--- src/rtl/dmem_lsu.sv ---
// Load/store unit between the pipeline memory stage and a word-wide data RAM.
// Sub-word stores use read-modify-write; loads are lane-extracted and extended.
module dmem_lsu #(
   parameter int DATA_WIDTH = 32,
   parameter int BUS_WIDTH  = 17
) (
   input  logic                  clk,
   input  logic                  reset_n,
   input  logic                  req_valid,
   output logic                  req_ready,
   input  logic                  req_write,
   input  logic [1:0]            req_size,
   input  logic                  req_signed,
   input  logic [BUS_WIDTH-1:0]  req_addr,
   input  logic [DATA_WIDTH-1:0] req_wdata,
   output logic                  resp_valid,
   output logic [DATA_WIDTH-1:0] resp_rdata,
   output logic                  resp_err,
   output logic [BUS_WIDTH-1:0]  ram_adr,
   output logic                  ram_memwrite,
   output logic [DATA_WIDTH-1:0] ram_writedata,
   input  logic [DATA_WIDTH-1:0] ram_readdata
);

   typedef enum logic [1:0] {IDLE, READ, WRITE, RESP} state_t;

   state_t                  state_q, state_d;
   logic [BUS_WIDTH-1:0]    addr_q, addr_d;
   logic                    write_q, write_d;
   logic [1:0]              size_q, size_d;
   logic                    signed_q, signed_d;
   logic                    err_q, err_d;
   logic [DATA_WIDTH-1:0]   wdata_q, wdata_d;
   logic [DATA_WIDTH-1:0]   buf_q, buf_d;
   logic                    accept;

   // Replace the addressed byte/half lanes of the buffered word with store data.
   function automatic logic [DATA_WIDTH-1:0] merge_word(
      input logic [DATA_WIDTH-1:0] old_word,
      input logic [DATA_WIDTH-1:0] wdata,
      input logic [1:0]            size,
      input logic [1:0]            lane
   );
      logic [DATA_WIDTH-1:0] w;
      w = old_word;
      case (size)
         2'd0: begin
            case (lane)
               2'd0:    w[7:0]   = wdata[7:0];
               2'd1:    w[15:8]  = wdata[7:0];
               2'd2:    w[23:16] = wdata[7:0];
               default: w[31:24] = wdata[7:0];
            endcase
         end
         2'd1: begin
            if (lane[1]) w[31:16] = wdata[15:0];
            else         w[15:0]  = wdata[15:0];
         end
         default: w = wdata;
      endcase
      return w;
   endfunction

   function automatic logic [DATA_WIDTH-1:0] extract_load(
      input logic [DATA_WIDTH-1:0] word,
      input logic [1:0]            size,
      input logic [1:0]            lane,
      input logic                  sgn
   );
      logic [7:0]            b;
      logic [15:0]           h;
      logic [DATA_WIDTH-1:0] r;
      case (lane)
         2'd0:    b = word[7:0];
         2'd1:    b = word[15:8];
         2'd2:    b = word[23:16];
         default: b = word[31:24];
      endcase
      h = lane[1] ? word[31:16] : word[15:0];
      case (size)
         2'd0:    r = {{24{sgn & b[7]}}, b};
         2'd1:    r = {{16{sgn & h[15]}}, h};
         default: r = word;
      endcase
      return r;
   endfunction

   always_comb begin
      state_d       = state_q;
      addr_d        = addr_q;
      write_d       = write_q;
      size_d        = size_q;
      signed_d      = signed_q;
      err_d         = err_q;
      wdata_d       = wdata_q;
      buf_d         = buf_q;
      req_ready     = (state_q == IDLE) && reset_n;
      resp_valid    = 1'b0;
      resp_rdata    = '0;
      resp_err      = 1'b0;
      ram_adr       = '0;
      ram_memwrite  = 1'b0;
      ram_writedata = '0;
      accept        = req_valid && req_ready;

      case (state_q)
         IDLE: begin
            if (accept) begin
               addr_d   = req_addr;
               write_d  = req_write;
               size_d   = req_size;
               signed_d = req_signed;
               wdata_d  = req_wdata;
               buf_d    = '0;
               err_d    = (req_size == 2'd3) ||
                          (req_size == 2'd1 && req_addr[0]) ||
                          (req_size == 2'd2 && req_addr[1:0] != 2'b00);
               if (err_d)                             state_d = RESP;
               else if (req_write && req_size == 2'd2) state_d = WRITE;
               else                                   state_d = READ;
            end
         end
         READ: begin
            ram_adr = {addr_q[BUS_WIDTH-1:2], 2'b00};
            // Stores keep the raw word for merging; loads keep the final result.
            buf_d   = write_q ? ram_readdata
                              : extract_load(ram_readdata, size_q, addr_q[1:0], signed_q);
            state_d = write_q ? WRITE : RESP;
         end
         WRITE: begin
            ram_adr       = {addr_q[BUS_WIDTH-1:2], 2'b00};
            ram_memwrite  = 1'b1;
            ram_writedata = merge_word(buf_q, wdata_q, size_q, addr_q[1:0]);
            state_d       = RESP;
         end
         default: begin
            resp_valid = 1'b1;
            resp_err   = err_q;
            resp_rdata = (write_q || err_q) ? '0 : buf_q;
            state_d    = IDLE;
         end
      endcase

      if (!reset_n) begin
         resp_valid    = 1'b0;
         resp_rdata    = '0;
         resp_err      = 1'b0;
         ram_adr       = '0;
         ram_memwrite  = 1'b0;
         ram_writedata = '0;
      end
   end

   always_ff @(posedge clk) begin
      if (!reset_n) begin
         state_q  <= IDLE;
         addr_q   <= '0;
         write_q  <= 1'b0;
         size_q   <= 2'd0;
         signed_q <= 1'b0;
         err_q    <= 1'b0;
         wdata_q  <= '0;
         buf_q    <= '0;
      end else begin
         state_q  <= state_d;
         addr_q   <= addr_d;
         write_q  <= write_d;
         size_q   <= size_d;
         signed_q <= signed_d;
         err_q    <= err_d;
         wdata_q  <= wdata_d;
         buf_q    <= buf_d;
      end
   end

endmodule
--- config.mk ---
export PLATFORM = sky130hd
export DESIGN_NAME = dmem_lsu
export DESIGN_NICKNAME = d
export VERILOG_FILES = /design/src/rtl/dmem_lsu.sv
export SDC_FILE = /design/constraint.sdc
export NUM_CORES = 1
export LEC_CHECK = 0
export ABC_AREA = 1
export BUFFER_PORTS_ARGS = -buffer_cell sky130_fd_sc_hd__buf_2
export CORE_MARGIN = 2
export CORE_UTILIZATION = 45
export CTS_BUF_LIST = sky130_fd_sc_hd__clkbuf_8
export DETAILED_ROUTE_END_ITERATION = 10
export PLACE_DENSITY_LB_ADDON = 0.15
export SETUP_SLACK_MARGIN = 0.2
export SYNTH_ARGS = -nofsm -noshare
export SYNTH_HDL_FRONTEND = slang
export SYNTH_SLANG_ARGS = --single-unit
--- constraint.sdc ---
create_clock -name clk -period 2.1 [get_ports clk]
set_input_delay 0.105 -clock clk [delete_from_list [all_inputs] [get_ports clk]]
set_output_delay 0.105 -clock clk [all_outputs]
set_load 0.01 [all_outputs]
==> results.json <==
{
  "synth_area_leaders": "dfxtp_1 (34%), nand2_1 (17%), a21oi_1 (8.9%)",
  "leakagePower_nw": 3.34,
  "netlist_top_cells_count": "nand2_1 (240), a21oi_1 (93), dfxtp_1 (88), o21ai_0 (83), inv_1 (72)",
  "min_period_ns": 1.92,
  "antenna_found_initial": 0,
  "drive_gt1_frac": 0.281,
  "synth_fa_ha_area_frac": 0.0120,
  "start_util": 0.458,
  "crit_chain": "buf_4, nor2_4, o21ai_0, o21bai_1, a31oi_1, buf_2",
  "syn_inst": 825,
  "num_antenna_cells": 0,
  "synth_top_family_by_area": "simple AND/OR/NAND/NOR gates",
  "avgRoutedWirePerCell_um": 15.9,
  "ys_warn_count": 0,
  "synthFlopType": "dfxtp_1",
  "setup_viol_count_final": 0,
  "critPathMaxFanout": 4,
  "critPathMaxStageDelay_ns": 0.37,
  "dr_total_vias": 6219,
  "clk_pin_slew_worst_paths_ns": 0.09,
  "globalplace.congestion": 0.942,
  "hold_path_class": "input port to flop",
  "fill_cells": 1115,
  "cp_num_buf_inv": 2,
  "cts_tree": "yes",
  "cp.arrival_ns": 1.81,
  "rsz0062_at_grt": "yes",
  "setup.worst_path.start_class": "flop",
  "internal_power_mw": 3.57,
  "design.die.area_um2": 12400,
  "grt_pass1_wl_um": 29100,
  "synth.area.mux_share": 0,
  "syn_area_um2": 5210,
  "io_pins": 173,
  "ys_ff_latch": 88,
  "ctsRootBufferMaster": "clkbuf_8",
  "cts_buffers": 9,
  "switching_share": 0.411,
  "path_delay_family": "compound AO/OA/AOI/OAI gates",
  "yosys.area_share.simple": 0.294,
  "drtAntennaViolNets": 0,
  "grt_overflow_total": 0,
  "cts_sinks": 88,
  "ys_seq_area_frac": 0.338,
  "final_util": 0.626,
  "dieWidth_um": 112,
  "grt_pass1_vias": 5750,
  "ys_types": 35,
  "slew_headroom": 0.649,
  "clk_path_buf_depth": 2,
  "synth_xor_area_frac": 0,
  "pwr-share-seq": 0.358,
  "core_um2": 11400,
  "slowest_stage": "dfxtp_4",
  "power_density_nw_per_um2": 852,
  "irDropWorstVdd_v": 0.000823,
  "io_buffers": 170,
  "drv_cap": 0,
  "drt-initial-drc-count": 481,
  "fin_cells": 1173,
  "grt_max_degree": 56,
  "synth_area_per_cell_um2": 6.31,
  "outcome": "completed",
  "path_class": "flop to primary output",
  "finalCritPeriodShare": 0.913,
  "pwr-share-clk": 0.217,
  "yosysMostFrequentCell": "nand2_1",
  "yosysTopAreaCell": "dfxtp_1",
  "finalHoldViolations": 0,
  "synth_compound_area_frac": 0.243,
  "required_ns": 2.00,
  "wirelength_um": 18600,
  "worst_pin_slew_ns": 0.521,
  "clk_latency_ns": 0.37,
  "dp_hpwl_um": 13200,
  "nNetsFinal": 1119,
  "pwr-share-comb": 0.425,
  "viasPerCell": 5.30,
  "die_y_um": 112,
  "placed_cells": 1105,
  "max_freq_ghz": 0.522,
  "drtPass1Iterations": 5,
  "finalSetupTns_ns": 0,
  "area_growth_pct": 36.7,
  "synth_edf_count": 0,
  "slew_violations": 0,
  "drc": 0,
  "skew_ns": 0.00660,
  "grt.total_usage": 0.291,
  "fp-row-count": 39,
  "switchingPower_mw": 2.49,
  "async_reset_ff_frac": 0,
  "htree_levels": 3,
  "synth_top_area_share": 0.338,
  "end_kind": "primary output"
}
kinds of logic after synthesis:
group | Yosys count
fa+ha+maj | 5
other cells | 1
buf+inv | 135
simple gates | 372
compound gates | 224
flops | 88
stage by stage:
step	worst slack, ns	power (mW)	cell area, um^2	hold slack, ns
final	0.183	6.07	7120	0.0131
after global routing	0.0777	6.44	7120	0.0218
after CTS	0.191	5.71	6830	0.00601
after detailed placement	0.139	4.26	6120	0.303
after global placement	0.229	4.26	6120	0.304
after floorplan	0.520	3.65	5210	0.215
metal layers:
metal  up-vias  GRT usage  wire length (um)
li1       3114          -                 -
met1      2761      0.383              7900
met2       301      0.474              8580
met3        43     0.0474              1430
met4         0      0.128               688
met5         -          0                 0
registers in the layout, indices dropped and copies added (netlist names):
register / cells
write_q: 1
state_q: 2
addr_q: 17
buf_q: 32
size_q: 2
err_q: 1
signed_q: 1
wdata_q: 32
final timing paths:
path                                   start                 to  slack [ns]  cells past startpoint
worst min register to register     buf_q[19]          buf_q[19]        0.47                      2
worst min-delay path            req_wdata[7]         wdata_q[7]        0.01                      3
worst max register to register     size_q[1]           buf_q[0]        0.38                      8
worst max-delay path               size_q[1]  ram_writedata[28]        0.18                      6
timing repair:
| action | in CTS | in global routing |
|---|---|---|
| setup buffers | 7 | 8 |
| gates resized for setup | 23 | 65 |
| setup endpoints to repair | 56 | 104 |
| gates cloned | 1 | 1 |
| endpoints found under the hold margin | 36 | 0 |
| pin swaps | 4 | 11 |
| hold buffers | 36 | 0 |
tightest hold or removal path, stage by stage:
cell     delay [ns]
buf_2          0.07
o21ai_0        0.07
a21oi_1        0.10
layout make-up:
class,count,area [um^2],area share
Clock buffer,10,138,0.0193
Clock inverter,5,81.3,0.0114
Inverter,80,343,0.0482
Multi-Input combinational cell,604,3030,0.426
Sequential cell,88,1780,0.250
Tap cell,143,179,0.0251
Timing Repair Buffer,242,1560,0.218
Timing Repair inverter,1,7.51,0.00105
placed cells by master, fill, tap and decap left out, drive strengths merged, types with 17 or more instances in the layout:
cell type	instances
a21oi	96
buf	206
dfxtp	88
dlygate4sd3	36
inv	73
nand2	246
nand3	48
nor2	59
nor3	17
o21ai	83
power groups by stage:
stage          sequential [mW]  combinational (mW)  clock [mW]
2_1_floorplan             2.09                1.56           0
3_3_place_gp              2.17                2.09           0
3_5_place_dp              2.17                2.09           0
4_1_cts                   2.14                2.24        1.33
5_1_grt                   2.20                2.84        1.40
6_report                  2.17                2.58        1.31
(Power assumes the default switching activity.)
